--- src/rtl/qspi_pkg.sv ---
// Shared types and constants for the QSPI bus arbiter: FSM encoding,
// requester indices and the QSPI data width.
package qspi_pkg;

   typedef enum logic [1:0] {
      IDLE    = 2'd0,
      OWN_RAM = 2'd1,
      OWN_NOR = 2'd2,
      GAP     = 2'd3
   } state_t;

   localparam bit REQ_RAM = 1'b0;
   localparam bit REQ_NOR = 1'b1;

   localparam int QSPI_W = 4;

endpackage

--- src/rtl/qspi_ce_watchdog.sv ---
// CE-low watchdog: counts cycles of bus ownership (saturating at MAX_LOW) and
// raises brk once the owner has held CE low for MAX_LOW cycles.
module qspi_ce_watchdog #(
   parameter int MAX_LOW = 400
) (
   input  logic clk,
   input  logic rst,
   input  logic own,
   input  logic own_next,
   output logic brk
);

   localparam int CW = (MAX_LOW < 2) ? 1 : $clog2(MAX_LOW + 1);
   localparam logic [CW-1:0] CNT_MAX  = CW'(MAX_LOW);
   localparam logic [CW-1:0] CNT_LAST = CW'(MAX_LOW - 1);

   logic [CW-1:0] cnt_q;
   logic          brk_q;

   // Clearing on !own_next drops brk on the very edge the owner leaves.
   always_ff @(posedge clk or posedge rst) begin
      if (rst) begin
         cnt_q <= '0;
         brk_q <= 1'b0;
      end else if (!own_next) begin
         cnt_q <= '0;
         brk_q <= 1'b0;
      end else if (own && (MAX_LOW != 0)) begin
         if (cnt_q != CNT_MAX) cnt_q <= cnt_q + 1'b1;
         if (cnt_q == CNT_LAST) brk_q <= 1'b1;
      end
   end

   assign brk = brk_q;

endmodule

--- src/rtl/qspi_bus_arbiter.sv ---
// Round-robin owner of one QSPI pin set shared by the PSRAM (CE0) and NOR
// (CE1) controllers, with a guaranteed CE-deselect gap and CE-low watchdog.
module qspi_bus_arbiter
   import qspi_pkg::*;
#(
   parameter int CS_GAP  = 2,
   parameter int MAX_LOW = 400
) (
   input  logic              clk,
   input  logic              rst,
   input  logic              ram_req,
   output logic              ram_gnt,
   output logic              ram_brk,
   input  logic              ram_sclk,
   input  logic [QSPI_W-1:0] ram_sio_o,
   input  logic [QSPI_W-1:0] ram_sio_oe,
   output logic [QSPI_W-1:0] ram_sio_i,
   input  logic              nor_req,
   output logic              nor_gnt,
   output logic              nor_brk,
   input  logic              nor_sclk,
   input  logic [QSPI_W-1:0] nor_sio_o,
   input  logic [QSPI_W-1:0] nor_sio_oe,
   output logic [QSPI_W-1:0] nor_sio_i,
   input  logic [QSPI_W-1:0] sio_i,
   output logic              ce0,
   output logic              ce1,
   output logic              sclk,
   output logic [QSPI_W-1:0] sio_o,
   output logic [QSPI_W-1:0] sio_oe,
   output logic              busy,
   output logic [1:0]        state_dbg
);

   localparam logic [3:0] GAP_LAST = 4'(CS_GAP - 1);

   // Handshake: x_req is held high for the whole transaction; x_gnt rises one
   // edge after req is sampled in IDLE and falls on the edge req is seen low.
   state_t     state_q, state_d;
   logic       last_q, last_d;
   logic [3:0] gap_q, gap_d;
   logic       own_q, own_d, wd_brk;

   always_ff @(posedge clk or posedge rst) begin
      if (rst) begin
         state_q <= IDLE;
         last_q  <= REQ_NOR;
         gap_q   <= '0;
      end else begin
         state_q <= state_d;
         last_q  <= last_d;
         gap_q   <= gap_d;
      end
   end

   always_comb begin
      state_d = state_q;
      last_d  = last_q;
      gap_d   = gap_q;
      case (state_q)
         IDLE: begin
            gap_d = '0;
            if (ram_req && (!nor_req || (last_q == REQ_NOR))) begin
               state_d = OWN_RAM;
               last_d  = REQ_RAM;
            end else if (nor_req) begin
               state_d = OWN_NOR;
               last_d  = REQ_NOR;
            end
         end
         OWN_RAM: begin
            gap_d = '0;
            if (!ram_req) state_d = GAP;
         end
         OWN_NOR: begin
            gap_d = '0;
            if (!nor_req) state_d = GAP;
         end
         GAP: begin
            if (gap_q == GAP_LAST) begin
               state_d = IDLE;
               gap_d   = '0;
            end else begin
               gap_d = gap_q + 4'd1;
            end
         end
         default: state_d = IDLE;
      endcase
   end

   // Pins idle low whenever nobody owns the bus, including during reset.
   always_comb begin
      sclk   = 1'b0;
      sio_o  = '0;
      sio_oe = '0;
      case (state_q)
         OWN_RAM: begin
            sclk   = ram_sclk;
            sio_o  = ram_sio_o;
            sio_oe = ram_sio_oe;
         end
         OWN_NOR: begin
            sclk   = nor_sclk;
            sio_o  = nor_sio_o;
            sio_oe = nor_sio_oe;
         end
         default: ;
      endcase
   end

   assign own_q = (state_q == OWN_RAM) || (state_q == OWN_NOR);
   assign own_d = (state_d == OWN_RAM) || (state_d == OWN_NOR);

   qspi_ce_watchdog #(.MAX_LOW(MAX_LOW)) u_watchdog (
      .clk      (clk),
      .rst      (rst),
      .own      (own_q),
      .own_next (own_d),
      .brk      (wd_brk)
   );

   assign ram_gnt   = (state_q == OWN_RAM);
   assign nor_gnt   = (state_q == OWN_NOR);
   assign ram_brk   = wd_brk & ram_gnt;
   assign nor_brk   = wd_brk & nor_gnt;
   assign ce0       = ~ram_gnt;
   assign ce1       = ~nor_gnt;
   assign busy      = (state_q != IDLE);
   assign state_dbg = state_q;
   assign ram_sio_i = sio_i;
   assign nor_sio_i = sio_i;

endmodule

--- config.mk ---
export PLATFORM = sky130hd
export DESIGN_NAME = qspi_bus_arbiter
export DESIGN_NICKNAME = d
export VERILOG_FILES = /design/src/rtl/qspi_pkg.sv /design/src/rtl/qspi_ce_watchdog.sv /design/src/rtl/qspi_bus_arbiter.sv
export SDC_FILE = /design/constraint.sdc
export NUM_CORES = 1
export LEC_CHECK = 0
export ABC_AREA = 1
export CAP_MARGIN = 40
export CORE_ASPECT_RATIO = 0.7
export CORE_MARGIN = 2
export CORE_UTILIZATION = 40
export CTS_BUF_LIST = sky130_fd_sc_hd__clkbuf_8
export DETAILED_ROUTE_END_ITERATION = 10
export PLACE_DENSITY = 0.82
export SYNTH_ARGS = -nofsm -noshare
export SYNTH_HDL_FRONTEND = slang
export SYNTH_SLANG_ARGS = --single-unit
--- constraint.sdc ---
create_clock -name clk -period 1.8 [get_ports clk]
set_clock_uncertainty 0.2 [all_clocks]
set_input_delay 0.36 -clock clk [delete_from_list [all_inputs] [get_ports clk]]
set_output_delay 0.36 -clock clk [all_outputs]
set_load 0.03 [all_outputs]
After elaboration in Yosys (flattened, before gate mapping). Index checks and enable logic that the tools add are counted.

Bits in registers: 17. Bits of input ports: 26. Output and inout bits: 26. Logic and storage cells: 53.

$add $sub $neg: 2. Equal/unequal tests: 11. Muxes and demuxes: 19. Bitwise operators: 4. Reduce and logical (&&, ||, !) cells: 12.

Operator list (count): $mux W9 (3); $pmux W4 S2 (3); $mux W2 (5); $add A9 B1 Y9 const B (1); $eq A9 B9 Y1 const B (1); $ne A9 B9 Y1 const B (1); $pmux W2 S4 (1); $eq A2 B2 Y1 const B (3); $ne A2 B2 Y1 const B (3); $reduce_and A2 Y1 (3); $mux W1 (5); $add A4 B1 Y4 const B (1); $eq A2 B1 Y1 const B (2); $eq A4 B1 Y1 const B (1); $mux W4 (1); $reduce_bool A2 Y1 (2); $logic_or A1 B1 Y1 (3); $reduce_or A3 Y1 (1); $and A1 B1 Y1 (2); $logic_not A2 Y1 (1); $not A1 Y1 (2); $pmux W1 S2 (1); $logic_and A1 B1 Y1 (1); $logic_not A1 Y1 (1).

Depth between registers and ports, before layout. Gate-level depths: netlist of the first run.

Word-level depth: 9. Gate-level depth with buffers: 11.

By module. Synthesis of the first run repeated with hierarchy kept, for this count alone.

Cell total of the unflattened synthesis: 200. Area, all modules: 1352.5 um2.

By module, submodules not included: qspi_bus_arbiter (instances 1, cells each 102, area an instance 679.4 um2); qspi_ce_watchdog (instances 1, cells each 98, area an instance 673.1 um2).

Least setup slack after synthesis of the first run. OpenSTA, ideal clock, no wires.

Path type: reg2out. Start: reg state_q[0] (netlist: state_dbg[0]). End: out sclk. Arrival: 1.932 ns. Slack: -0.692 ns. Cell stages (with the launch flop): 6. Path buffers: 1. Cells stage by stage: dfrtp_1 > inv_1 > ha_1 > clkbuf_1 > nand2_1 > a21oi_1.

Word-level cells in the longest chain between the ends: 2. Elaborated cells between the ends (all ways): 3. Classes of those cells: eq/ne (2); mux (1).

RTL lines: start, declared (RTL line qspi_bus_arbiter.sv:39) `state_t state_q, state_d;`; start signal, assigned (RTL line qspi_bus_arbiter.sv:50) `state_q <= state_d;`; $eq A2 B2 Y1; via nor_gnt (RTL line qspi_bus_arbiter.sv:19) `output logic nor_gnt,`; $pmux W1 S2 (RTL line qspi_bus_arbiter.sv:96) `case (state_q)`; end, declared (RTL line qspi_bus_arbiter.sv:28) `output logic sclk,`.

The timed path passes the listed nets, and every way through them passes these cells.

Worst setup path after layout of the first run.
Start: reg state_q[1] (netlist: state_dbg[1]). End: out sio_o[1].

Word-level cells in the longest chain between the ends: 2. Elaborated cells between the ends (all ways): 3. Classes of those cells: eq/ne (2); mux (1).

RTL lines: $eq A2 B2 Y1 / $eq A2 B1 Y1 (equally long branches) (RTL line qspi_bus_arbiter.sv:96); $pmux W4 S2 (*) (RTL line qspi_bus_arbiter.sv:96); end, declared (RTL line qspi_bus_arbiter.sv:29) `output logic [QSPI_W-1:0] sio_o,`.

Mark *: on every way between the ends. The rest lies on a longest branch, timed or not.

==> out/qor.txt, run 1 <==
dpl cell area = 1850 um^2
share of cells above drive strength 1 = 0.441
RSZ-0062 raised after global routing = yes
die width = 71.5 um
cell area after layout = 2200 um^2
Area growth syn-to-layout = 72.2%
Rows = 17
gr usage total = 0.216
top cells by area, synth = dfrtp_1, nand2_1, ha_1
syn_area_per_cell = 6.93 um^2
Routed Antenna Nets = 0
worst slack, placed = -0.138 ns
Fmax achieved = 504 MHz
critical path arrival = 1.42 ns
Via-to-Cell Ratio = 4.96
minimum clock period = 1.98 ns
final setup vio count = 24
clock transition at the registers of the reported paths = 0.06 ns
post-route clock period utilization = 1.10
max-slew violations = 0
Max transition margin = 0.727
# DRC = 0
first-pass GRT wire length = 6.08 mm
DPL Wire Length = 2.29 mm
CTS root buf = clkbuf_8
PwrDens = 1800 nW/um^2
Die Area = 3660 um^2
post-route setup slack = -0.185 ns
Critical Path, Cell by Cell = inv_4 -> ha_4 -> buf_8 -> nand2_4 -> a21oi_4 -> buf_6
Synth Warn # = 0
failing checks = negative setup slack
grt total ovfl = 0
RD Place Congestion = 0.898
crit-path max FO = 6
Crit Path Category = reg -> out
Inserted Clock Buffers = 3
port buffer count = 39
Net count, final = 273
Die H = 51.2 um
cell count after synthesis = 184
Starting DRT DRC Count = 21
syn_nets = 218
antenna cells = 0
Setup TNS Final = -2.72 ns
I/O pin cnt = 52
TritonCTS clock tree = built
commonest cells after routing, fill and taps aside = nand2_1, clkdlybuf4s50_1, buf_6
latest clock arrival within the worst-skew pair = 0.25 ns
Critical Path RT = 1.24 ns
status = finished with violations
vias in the first global route = 1,362
startpoint types = flop
Synth Register Bits = 17
Lkg Pwr = 0.00100 uW
largest net degree at the start of global routing = 18
Netlist cell types = 23
Hold Path Class = in -> async
crit end category = output port
via count = 1,369
Synth top area share = 0.314
routed len/inst = 14.0 um
Core Region = 3110 um^2
Slowest-stage cell, CP = dfrtp_2
CP max stage delay = 0.45 ns
commonest non-fill, non-tap cell in the layout = nand2_1
Tot Pwr = 3960 uW
Final Hold Vio Count = 0
sequential-to-total area share from yosys stat = 0.335
worst slew pin tran = 0.407 ns
dominant cell type by area after synthesis = dfrtp_1
drt pass-1 iters = 4
initial antenna violation count = 0
Max-Cap Viols = 0
Num Clock Sinks = 17
CTS Buffer Depth = 2
htree depth = 1
Starting Density = 0.411
Routed WL = 3.87 mm
Peak VDD IR = 870 uV
Synth Cell Area = 1270 um^2
CTS hold repair buffers = 0
-- stage by stage --
stage	std cells	hold slack [ns]	utilization
after floorplan	184	0.0852	-
after global placement	257	0.282	0.595
after detailed placement	257	0.288	0.595
after CTS	274	0.229	0.677
after global routing	276	0.246	0.707
final	276	0.219	0.707
-- layer usage --
metal,GRT usage,up-vias,routed length (um)
met3,0.0572,6,321
met1,0.243,621,1530
met5,0,-,0
li1,-,680,-
met2,0.397,62,1970
met4,0.0786,0,48
-- worst max-delay path, delay by kind of cell (launching register included) --
kind | cells | cell delay (ns)
adder cells (fa/ha/maj) | 1 | 0.15
flip-flops | 1 | 0.45
AO/OA/AOI/OAI | 1 | 0.14
AND/OR/NAND/NOR | 1 | 0.06
buffers and inverters | 3 | 0.37
-- flip-flops by register name (all words and copies together) (netlist names) --
name              cells
u_watchdog.cnt_q      9
gap_q                 4
u_watchdog.brk        1
state_dbg             2
last_q                1
-- repair_timing --
item,in CTS,in global routing
setup buffers,12,2
resized for setup,33,22
setup endpoints to repair,28,26
gates cloned,1,0
pin swaps,3,6
hold endpoints to repair,0,0
-- logic make-up after synthesis --
logic type,count (synthesis),share of synthesized area
simple gates,100,0.338
fa+ha+maj,8,0.0785
compound gates,16,0.0697
xor+xnor,5,0.0343
buf+inv,38,0.145
flops,17,0.335
-- final cells by class --
type / instances / area (um^2)
multi-input cells: 130 / 935
fillers: 228 / 910
repair buffers: 62 / 627
flip-flops and latches: 17 / 429
inverters: 25 / 113
well taps: 38 / 47.5
clock buffers: 3 / 41.3
clock inverters: 1 / 3.75
-- worst paths after layout --
path,startpoint,to,slack (ns),depth (start not counted)
worst max-delay path,state_dbg[1],sio_o[1],-0.18,6
worst min-delay path,rst,gap_q[2],0.22,3
worst max register to register,state_dbg[1],u_watchdog.cnt_q[1],-0.08,12
worst min register to register,gap_q[0],gap_q[0],0.29,1
max in group asynchronous,rst,last_q,0.93,3
min in group clk,gap_q[0],gap_q[0],0.29,1
-- power breakdown --
group	switching (uW)	leakage, uW	internal, uW
sequential	77.4	0.000225	474
clock	120	0.0000269	151
combinational	1830	0.000749	1310
total	2030	0.00100	1940
-- synth_stat cells, drive strengths merged --
library cell / count
a21oi: 13
buf: 11
clkbuf: 2
dfrtp: 16
dfstp: 1
ha: 8
inv: 25
nand2: 58
nand3: 12
nand4: 6
nor2: 20
nor3: 4
o211ai: 1
o21a: 1
o21ai: 1
xnor2: 1
xor2: 4
Note: power is estimated with default switching activity, not from simulation.
==> run 2: changes to the inputs <==
- SETUP_SLACK_MARGIN: default -> 0.5
==> out/qor.txt, run 2 (synthesis gave the netlist of run 1 again) <==
Final Hold Vio Count = 0 (unchanged)
failing checks = negative setup slack
Critical path origin = state_dbg[1]
clock power share = 0.066 (-0.002)
Setup TNS Final = -4.26 ns (-1.54 ns)
share of cells above drive strength 1 = 0.479 (+0.0378)
Inserted Clock Buffers = 3 (unchanged)
max reg flops = 9 (unchanged)
Die Area = 3660 um^2 (unchanged)
Crit Path Category = reg -> out
Hold Path Class = in -> async
RD Place Congestion = 0.900 (+0.23%)
final setup vio count = 25 (+4.2%)
routed len/inst = 15.0 um (+6.8%)
final core utilization = 0.747 (+0.0399)
port buffer count = 39 (unchanged)
worst slack, placed = -0.150 ns (-0.0121 ns)
drt pass-1 iters = 4 (unchanged)
Peak VDD IR = 982 uV (+13%)
post-route clock period utilization = 1.12 (+0.0166)
Starting Density = 0.411 (unchanged)
CTS root buf = clkbuf_8
Max transition margin = 0.749 (+0.0217)
grt total ovfl = 0 (unchanged)
via count = 1,404 (+2.6%)
Switching Power = 2150 uW (+6.0%)
Flop pwr share = 0.133 (-0.006)
Sw Share = 0.512 (about the same)
# DRC = 0 (unchanged)
Critical Path, Cell by Cell = inv_4 -> ha_4 -> buf_12 -> nand2_4 -> a21oi_4 -> buf_6
I/O pin cnt = 52 (unchanged)
Die H = 51.2 um (unchanged)
Lkg Pwr = 0.00108 uW (+7.8%)
DPL Wire Length = 2.29 mm (+0.26%)
die width = 71.5 um (unchanged)
initial antenna violation count = 0 (unchanged)
vias in the first global route = 1,301 (-4.5%)
minimum clock period = 2.01 ns (+0.0299 ns)
Starting DRT DRC Count = 42 (+100%)
Top reg by flops = u_watchdog.cnt_q
commonest cells after routing, fill and taps aside = nand2_1, buf_6, clkdlybuf4s50_1
CTS Buffer Depth = 2 (unchanged)
Area growth syn-to-layout = 81.9%
Net count, final = 273 (unchanged)
largest net degree at the start of global routing = 14 (-4)
Num Clock Sinks = 17 (unchanged)
R2R depth = 11 (-1)
Routed Antenna Nets = 0 (unchanged)
RSZ-0062 raised after global routing = yes
worst slew pin tran = 0.375 ns (-0.0324 ns)
crit-path max FO = 6 (unchanged)
Rows = 17 (unchanged)
TritonCTS clock tree = built
commonest non-fill, non-tap cell in the layout = nand2_1
gr usage total = 0.213 (-0.00365)
crit end category = output port
latest clock arrival within the worst-skew pair = 0.25 ns (about the same)
post-route setup slack = -0.215 ns (-0.0299 ns)
Routed WL = 4.14 mm (+6.8%)
Slowest-stage cell, CP = dfrtp_2
first-pass GRT wire length = 6.03 mm (-0.79%)
Max-Cap Viols = 0 (unchanged)
startpoint types = flop
status = finished with violations
PwrDens = 1810 nW/um^2 (+0.24%)
worst flop-to-flop path startpoint = state_dbg[1]
htree depth = 1 (unchanged)
clock transition at the registers of the reported paths = 0.07 ns (about the same)
antenna cells = 0 (unchanged)
critical path arrival = 1.45 ns (+0.03 ns)
CTS hold repair buffers = 0 (unchanged)
Core Region = 3110 um^2 (unchanged)
CP max stage delay = 0.45 ns (about the same)
max-slew violations = 0 (unchanged)
Fmax achieved = 496 MHz (-1.5%)
Critical Path RT = 1.24 ns (about the same)
Power Internal = 2050 uW (+5.8%)
Comb pwr share = 0.801 (+0.008)
FF-to-FF setup slack = -0.20 ns (-0.12 ns)
Via-to-Cell Ratio = 5.09 (+2.6%)
[run 2: cell types whose count changed in the layout (fill, tap and decap cells not counted), moves of 3 or more]
cell,delta
nand2_4,+9
buf_6,+3
nand2_2,-7
nor2_1,-4
buf_12,+3
buf_4,-3
[run 2: power groups by stage]
stage | combinational, uW | clock [uW] | sequential (uW)
6_report | 3360 | 275 | 558
3_5_place_dp | 2240 | 0 | 590
4_1_cts | 3000 | 278 | 552
2_1_floorplan | 1760 | 0 | 616
3_3_place_gp | 2210 | 0 | 587
5_1_grt | 3560 | 294 | 567
[run 2: final timing paths]
| check | to |
|---|---|
| setup / recovery | sclk |
| hold / removal | gap_q[2] |
| setup reg to reg | u_watchdog.brk |
| hold reg to reg | gap_q[0] |
| max in group asynchronous | state_dbg[1] |
| min in group clk | gap_q[0] |
[run 2: final cells by class]
| class | instances | area [um^2] |
|---|---|---|
| Tap cell | 38 | 47.5 |
| Fill cell | 206 | 786 |
| Inverter | 25 | 115 |
| Clock inverter | 1 | 3.75 |
| Multi-Input combinational cell | 130 | 1020 |
| Timing Repair Buffer | 62 | 664 |
| Sequential cell | 17 | 429 |
| Clock buffer | 3 | 41.3 |
[run 2: worst max-delay path: cells and delay by family (launching register included)]
family	cells	cell delay (ns)
flip-flops	1	0.45
AO/OA/AOI/OAI	1	0.15
buffers and inverters	3	0.38
AND/OR/NAND/NOR	1	0.06
adder cells (fa/ha/maj)	1	0.17
[run 2: metal layers]
layer | global-route usage | vias to the layer above | wire (um)
li1 | - | 677 | -
met1 | 0.248 | 659 | 1600
met2 | 0.403 | 57 | 2160
met3 | 0.0513 | 11 | 306
met4 | 0.0346 | 0 | 78
met5 | 0 | - | 0
[run 2: through the flow]
| stage | power, uW | cells | hold slack [ns] | area (um^2) |
|---|---|---|---|---|
| final | 4200 | 276 | 0.106 | 2320 |
| after global routing | 4420 | 276 | 0.161 | 2320 |
| after CTS | 3830 | 272 | 0.115 | 2170 |
| after detailed placement | 2830 | 254 | 0.301 | 1840 |
| after global placement | 2800 | 254 | 0.282 | 1840 |
| after floorplan | 2370 | 184 | 0.0852 | 1530 |
[run 2: timing repair]
| action | in CTS | in global routing |
|---|---|---|
| pin swaps | 6 | 13 |
| setup buffers | 13 | 4 |
| cloned | 1 | 0 |
| setup endpoints to repair | 31 | 35 |
| resized for setup | 55 | 30 |
==> run 3: changes to the inputs <==
- CAP_MARGIN: 40 -> 30
==> results of run 3 <==
The final DEF is identical to that of run 2; final timing and power are the same.
